===== src/rtl/tournament_selection.sv =====
// K-way tournament selector: collects TOUR_SIZE (fitness, index) candidates and
// presents the best one on an output handshake; ties go to the later arrival.
module tournament_selection #(
  parameter int FIT_W     = 27,
  parameter int IDX_W     = 8,
  parameter int TOUR_SIZE = 4,
  parameter bit MAXIMIZE  = 1'b0
) (
  input  logic                    clk,
  input  logic                    rst_n,
  input  logic                    flush,
  input  logic                    in_valid,
  output logic                    in_ready,
  input  logic signed [FIT_W-1:0] in_fitness,
  input  logic        [IDX_W-1:0] in_index,
  output logic                    out_valid,
  input  logic                    out_ready,
  output logic        [IDX_W-1:0] out_index,
  output logic signed [FIT_W-1:0] out_fitness,
  output logic                    busy
);

  localparam int CNT_W = (TOUR_SIZE > 2) ? $clog2(TOUR_SIZE) : 1;
  localparam logic [CNT_W-1:0] LAST = CNT_W'(TOUR_SIZE - 1);

  typedef enum logic {COLLECT = 1'b0, RESULT = 1'b1} state_e;

  state_e                  state_q, state_d;
  logic [CNT_W-1:0]        cnt_q, cnt_d;
  logic signed [FIT_W-1:0] best_fit_q, best_fit_d;
  logic [IDX_W-1:0]        best_idx_q, best_idx_d;
  logic                    accept;

  // Non-strict compare so an equal later candidate takes over the best slot.
  function automatic logic wins(input logic signed [FIT_W-1:0] cand,
                                input logic signed [FIT_W-1:0] best);
    if (MAXIMIZE) return cand >= best;
    else          return cand <= best;
  endfunction

  assign in_ready    = (state_q == COLLECT) && rst_n;
  assign out_valid   = (state_q == RESULT);
  assign busy        = (cnt_q != '0) || (state_q == RESULT);
  assign out_index   = best_idx_q;
  assign out_fitness = best_fit_q;
  assign accept      = in_valid && in_ready;

  always_comb begin
    state_d    = state_q;
    cnt_d      = cnt_q;
    best_fit_d = best_fit_q;
    best_idx_d = best_idx_q;
    if (flush) begin
      state_d = COLLECT;
      cnt_d   = '0;
    end else begin
      case (state_q)
        COLLECT: begin
          if (accept) begin
            if ((cnt_q == '0) || wins(in_fitness, best_fit_q)) begin
              best_fit_d = in_fitness;
              best_idx_d = in_index;
            end
            if (cnt_q == LAST) begin
              cnt_d   = '0;
              state_d = RESULT;
            end else begin
              cnt_d = cnt_q + CNT_W'(1);
            end
          end
        end
        RESULT: begin
          if (out_ready) state_d = COLLECT;
        end
      endcase
    end
  end

  always_ff @(posedge clk) begin
    if (!rst_n) begin
      state_q    <= COLLECT;
      cnt_q      <= '0;
      best_fit_q <= '0;
      best_idx_q <= '0;
    end else begin
      state_q    <= state_d;
      cnt_q      <= cnt_d;
      best_fit_q <= best_fit_d;
      best_idx_q <= best_idx_d;
    end
  end

endmodule


===== config.mk =====
export PLATFORM = sky130hd
export DESIGN_NAME = tournament_selection
export DESIGN_NICKNAME = d
export VERILOG_FILES = /design/src/rtl/tournament_selection.sv
export SDC_FILE = /design/constraint.sdc
export NUM_CORES = 1
export LEC_CHECK = 0
export ABC_AREA = 1
export CAP_MARGIN = 40
export CORE_MARGIN = 4
export CORE_UTILIZATION = 48
export CTS_BUF_LIST = sky130_fd_sc_hd__clkbuf_2 sky130_fd_sc_hd__clkbuf_4 sky130_fd_sc_hd__clkbuf_8
export CTS_CLUSTER_SIZE = 40
export DETAILED_ROUTE_END_ITERATION = 12
export GPL_TIMING_DRIVEN = 0
export PLACE_DENSITY = 0.88
export SKIP_LAST_GASP = 1
export SYNTH_ARGS = -nofsm -noshare
export SYNTH_HDL_FRONTEND = slang
export SYNTH_SLANG_ARGS = --single-unit

===== constraint.sdc =====
create_clock -name clk -period 2.8 [get_ports clk]
set_clock_uncertainty 0.15 [all_clocks]
set_input_delay 0.28 -clock clk [delete_from_list [all_inputs] [get_ports clk]]
set_output_delay 0.28 -clock clk [all_outputs]
set_load 0.01 [all_outputs]

==> results of run 1 <==
==> registers in the layout, indices dropped and copies added, names as in the netlist <==
name / flops
out_index: 8
cnt_q: 2
out_fitness: 27
out_valid: 1
==> worst max-delay path by stage <==
stage	from	end	slack [ns]	cells past startpoint
final	in_fitness[10]	out_fitness[21]$_SDFFE_PN0P_	0.47	13
after global routing	in_fitness[10]	out_fitness[19]$_SDFFE_PN0P_	0.29	13
after CTS	in_fitness[14]	out_fitness[21]$_SDFFE_PN0P_	0.46	15
after detailed placement	in_fitness[10]	out_fitness[21]$_SDFFE_PN0P_	0.17	13
after global placement	in_fitness[26]	out_fitness[14]$_SDFFE_PN0P_	0.27	12
after floorplan	out_fitness[26]$_SDFFE_PN0P_	out_fitness[10]$_SDFFE_PN0P_	0.74	12
==> per-stage QoR <==
step	total power, mW	area [µm²]	worst slack, ns
CTS	1.369	3455	0.4646
global placement	0.9569	3359	0.2722
detailed placement	0.9709	3359	0.1712
global route	1.440	3455	0.2883
finish	1.366	3455	0.4702
floorplan	0.8060	2511	0.7444
==> layout make-up <==
class | instances | area share
plain buffers | 18 | 0.03513
repair buffers | 76 | 0.2202
multi-input cells | 249 | 0.3890
flip-flops and latches | 38 | 0.2202
well taps | 70 | 0.02535
inverters | 76 | 0.08258
clock inverters | 1 | 0.001449
clock buffers | 7 | 0.02608
==> worst min-delay path: stages <==
cell     delay (ns)
buf_2          0.16
nand2_1        0.08
nor2_1         0.03
==> routing by layer <==
layer  vias to the layer above  track usage  wire (µm)
met4                         0      0.06081         52
met2                        82       0.3626       3105
met5                         -            0          0
met3                         4      0.04821        439
li1                       1346            -          -
met1                      1170       0.2360       2765
==> where the power goes <==
group | internal (mW) | leakage [nW] | switching (mW)
clock network | 0.209 | 0.0517 | 0.198
registers | 0.569 | 0.311 | 0.0213
logic | 0.190 | 1.27 | 0.179
==> placed cells by master, fill, tap and decap left out, drive strengths merged, types with 2 or more instances in the layout <==
master,instances
nand3,41
clkbuf,8
clkdlybuf4s50,76
a21o,3
ha,29
a21oi,46
inv,76
buf,17
nor2,50
dfxtp,38
or2,2
nand2,72
==> kinds of logic (layout without fill, tap and decap cells) <==
family	after synthesis	after routing
buffers and inverters	94	178
flip-flops	38	38
adder cells (fa/ha/maj)	29	29
AND/OR/NAND/NOR	169	169
AO/OA/AOI/OAI	51	51
==> impl_metrics.yaml, run 1 <==
logic_synthesis:
  ys.flop_type: "dfxtp_1"
  synth_xor_area_frac: 0
  yosysWarningCount: 0
  synth_top_family_by_area: "simple AND/OR/NAND/NOR gates"
  synth-seq-cells: 38
  synth_top_area_share: 0.3029
  synth-edff-count: 0
  yosys.area_share.simple: 0.2850
  ys_seq_area_frac: 0.3029
  synth_cells: 381
  synthMuxAreaShare: 0
  yosys.area.top_type: "dfxtp_1"
  synth.distinct_cells: 21
  synth_fp_nets: 450
  async_reset_ff_frac: 0
  synth_common_cells: "inv_1 (76), nand2_1 (72), nor2_1 (49), a21oi_1 (46), nand3_1 (40)"
  synth_most_common_cell: "inv_1"
  netlist_area_um2: 2511
  synth_compound_area_frac: 0.1056
  synth-adder-area-share: 0.1445
  synthTopCellsByArea: "dfxtp_1 (30%), ha_1 (14%), inv_1 (11%), nand2_1 (11%), a21oi_1 (9.2%)"
  avgSynthCellArea_um2: 6.591
timing:
  setup_viol: 0
  max_freq_mhz: 429.2
  tightest_slew_ns: 0.4548
  slew_viol_final: 0
  hold_ws_ns: 0.1550
  slew_headroom: 0.6968
  period_needed_ns: 2.330
  finalHoldViolCount: 0
  fin_crit_sh: 0.8321
  fin_setup_tns_ns: 0
  rsz0062_at_grt: "false"
grt:
  grt_pass1_wl_mm: 10.45
  antenna_found_initial: 0
  overflow: 0
  grt_max_degree: 12
  grt_pass1_vias: 2495
  grtUsageTotal: 0.2022
clock_tree:
  cts_resized: 0
  cts_sinks: 38
  clk_latency_ns: 0.29
  numCtsBuffers: 5
  cts_hold_buf: 0
  cts_tree: "yes"
  clock_path_buffers: 2
  clk_pin_slew_ns: 0.08
  post_cts_buffers: 0
  cts-htree-levels: 2
  cts.root.buffer_cell: "clkbuf_8"
worst_setup_path:
  worstPathArrival_ns: 2.37
  crit_path_end_kind: "flip-flop"
  reg2reg_slack_ns: 0.50
  crit_fanout: 10
  critical_path_required_ns: 2.84
  crit_path_top_delay_cell: "clkdlybuf4s50_1"
  slowest_delay_ns: 0.45
  r2r_end: "out_fitness[21]$_SDFFE_PN0P_"
  r2r_start: "out_fitness[14]$_SDFFE_PN0P_"
  path_delay_family: "simple AND/OR/NAND/NOR gates"
  path_common_cell: "nand2_1"
  path_cells: "clkdlybuf4s50_1 -> ha_1 -> nand2_1 -> nor2_1 -> and2_1 -> nand2_1 -> nand3_1 -> nand2_1 -> nand3_1 -> nand3_4 -> buf_4 -> a21oi_1 -> nor2_1"
  crit_path_start_kind: "input port"
  rr_worst_depth: 15
  crit_buf_inv: 2
  crit_type: "input port to flip-flop"
finish:
  seq_area_um2: 760.7
  fillers: 455
  final_cells: 535
  multi_input_area_um2: 1344
  area_growth_pct: 37.57
  fin_util: 0.6807
  drive_gt1_frac: 0.06237
  n_antenna_cell: 0
  nets: 533
floorplan:
  die_w_um: 80.33
  coreArea_um2: 5075
  start_util: 0.4948
  ios: 78
  num_rows: 26
  fp.dieH_um: 80.33
  dieArea_um2: 6453
pwr:
  irDropWorstVdd_v: 0.0002122
  powerDensity_nw_per_um2: 395.3
  power_leakage_nw: 1.636
worst_hold_path:
  hold_depth: 3
  hp-start: "rst_n"
  hold_path_end: "out_fitness[3]$_SDFFE_PN0P_"
  hp-class: "input port to flip-flop"
routing:
  vias_per_cell: 4.864
  drc: 0
  drt-wirelength-per-cell_um: 11.89
  drt_wl_total_mm: 6.363
  ant_nets: 0
  firstDrtPassIters: 5
  drt-initial-drc-count: 113
  vias: 2602
placement:
  placed_cells: 527
  post-dp-hpwl_mm: 4.884
  portBuffers: 76
  gp_congestion: 0.8079
outcome:
  status: "complete, no violations"
job:
  max_cap_violations: 0
(Power assumes the default switching activity.)
==> run 2, diff against run 1 <==
- CORE_UTILIZATION: 48 -> 44
- PLACE_DENSITY: 0.88 -> 0.85
- clock period: 2.8 -> 2 ns (I/O delays scaled with it)
==> run 2 against run 1 <==
Against the previous run: the flow now finishes with violations (setup timing); clock power increased by 42%; design area increased by 29%; flip-flop and latch count unchanged; sequential power increased by 42%; via count increased by 20%; power increased by 63%; setup slack got worse by 0.94 ns; count of clock-buffer cells in the layout unchanged; highest routed layer unchanged.
==> impl_metrics.yaml, run 2 (synthesis results as in run 1) <==
outcome:
  status: "finished, violations left"
  violations: "setup timing"
timing:
  slew_headroom: 0.6564
  period_needed_ns: 2.471
  finalWorstSetupSlack_ns: -0.4712
  rsz0062_at_grt: "true"
  fin_setup_tns_ns: -12.83
  max_freq_mhz: 404.7
  tightest_slew_ns: 0.5135
  setup_viol: 35
  slew_viol_final: 0
  fin_crit_sh: 1.236
  finalHoldViolCount: 0
clock_tree:
  cts_tree: "yes"
  cts_hold_buf: 0
  clk_latency_ns: 0.29
  cts_sinks: 38
  cts.root.buffer_cell: "clkbuf_8"
  numCtsBuffers: 5
  clk_pin_slew_ns: 0.08
  clock_path_buffers: 2
  cts-htree-levels: 2
worst_setup_path:
  r2r_start: "out_fitness[14]$_SDFFE_PN0P_"
  startpoint: "out_fitness[14]$_SDFFE_PN0P_"
  crit_path_start_kind: "flip-flop"
  slowest_delay_ns: 0.34
  path_delay_family: "simple AND/OR/NAND/NOR gates"
  worstPathArrival_ns: 2.53
  crit_path_end_kind: "flip-flop"
  crit_fanout: 8
  crit_path_top_delay_cell: "dfxtp_2"
  crit_type: "flip-flop to flip-flop"
  path_cells: "inv_1 -> ha_4 -> a21oi_1 -> nand2_1 -> nand2_1 -> nand2_2 -> a21oi_4 -> nand2_2 -> nand2_4 -> nand3_4 -> buf_6 -> nand3_2 -> nand2_1 -> nor2_1"
  crit_buf_inv: 2
  critical_path_required_ns: 2.06
  path_common_cell: "nand2_1"
routing:
  vias_per_cell: 5.500
  drt_wl_total_mm: 9.671
  drc: 0
  ant_nets: 0
  drt-wirelength-per-cell_um: 16.97
  drt-initial-drc-count: 233
  vias: 3135
  firstDrtPassIters: 5
finish:
  area_growth_pct: 77.43
  final_common_cell: "inv_1"
  fillers: 335
  fin_util: 0.8091
  drive_gt1_frac: 0.3924
  layout_common_cells: "inv_1 (60), clkdlybuf4s50_1 (57), nand2_1 (56)"
  largest_register_ffs: 27
  nets: 565
floorplan:
  fp.dieH_um: 83.55
  coreArea_um2: 5507
  dieArea_um2: 6980
  ios: 78
  start_util: 0.4560
  die_w_um: 83.55
  num_rows: 27
grt:
  overflow: 0
  grt_pass1_wl_mm: 11.96
  grtUsageTotal: 0.2021
  grt_pass1_vias: 2728
  antenna_found_initial: 1
  grt_max_degree: 12
placement:
  post-dp-hpwl_mm: 4.861
  gp_congestion: 0.7719
  portBuffers: 76
pwr:
  powerDensity_nw_per_um2: 500.1
  power_leakage_nw: 2.078
  irDropWorstVdd_v: 0.0002880
job:
  max_cap_violations: 0
worst_hold_path:
  hp-start: "rst_n"
  hp-class: "input port to flip-flop"
==> run 2: layout make-up <==
type | count | area [µm²] | share of cell area
tap | 72 | 90.09 | 0.02022
multi-input combinational | 250 | 1966 | 0.4412
clock buffer | 7 | 90.09 | 0.02022
buffer | 18 | 140.1 | 0.03145
antenna | 1 | 2.502 | 0.0005616
clock inverter | 1 | 5.005 | 0.001123
timing repair buffer | 107 | 1084 | 0.2432
sequential | 38 | 793.3 | 0.1780
inverter | 76 | 285.3 | 0.06403
==> run 2: path summary, 6_finish.rpt <==
kind	to	slack [ns]	cells past startpoint
worst min-delay path	out_fitness[3]$_SDFFE_PN0P_	0.07	3
worst max-delay path	out_fitness[14]$_SDFFE_PN0P_	-0.47	14
worst min register to register	out_fitness[15]$_SDFFE_PN0P_	0.34	2
worst max register to register	out_fitness[14]$_SDFFE_PN0P_	-0.47	14
==> run 2: worst register-to-register path, cell delays in order (launching register included) <==
cell	delay (ns)
dfxtp_2	0.34
inv_1	0.10
ha_4	0.22
a21oi_1	0.21
nand2_1	0.09
nand2_1	0.09
nand2_2	0.08
a21oi_4	0.21
nand2_2	0.10
nand2_4	0.10
nand3_4	0.20
buf_6	0.21
nand3_2	0.06
nand2_1	0.07
nor2_1	0.18
==> run 2: per-stage QoR <==
stage	cells	hold WS [ns]	setup slack, ns	power [mW]	cell area, µm²
finish	570	0.07155	-0.4712	2.228	4456
global route	570	0.09962	-0.5220	2.317	4456
CTS	547	0.07069	-0.1070	1.981	3686
detailed placement	529	0.3201	-0.5315	1.361	3372
global placement	529	0.3108	-0.4770	1.345	3372
floorplan	381	0.2065	-0.005346	1.130	2521
==> run 2: power by group <==
group | switching (mW) | total (mW) | leakage (nW) | internal, mW
clock network | 0.286 | 0.578 | 0.0517 | 0.292
logic | 0.408 | 0.815 | 1.71 | 0.407
registers | 0.0340 | 0.836 | 0.321 | 0.802
total | 0.728 | 2.23 | 2.08 | 1.50
==> run 2: per-layer routing <==
metal  wire (µm)  share of wire  GRT usage
met3         631          0.065    0.04541
met5           0              0          0
met2        5033           0.52     0.3703
met4         434          0.045    0.05117
met1        3572           0.37     0.2368
==> run 2: repair_timing <==
action                                  CTS  global route
cloned                                    4             4
gates resized for setup                  47           133
endpoints found under the setup margin   35            35
pin swaps                                17            38
setup buffers                             6            18
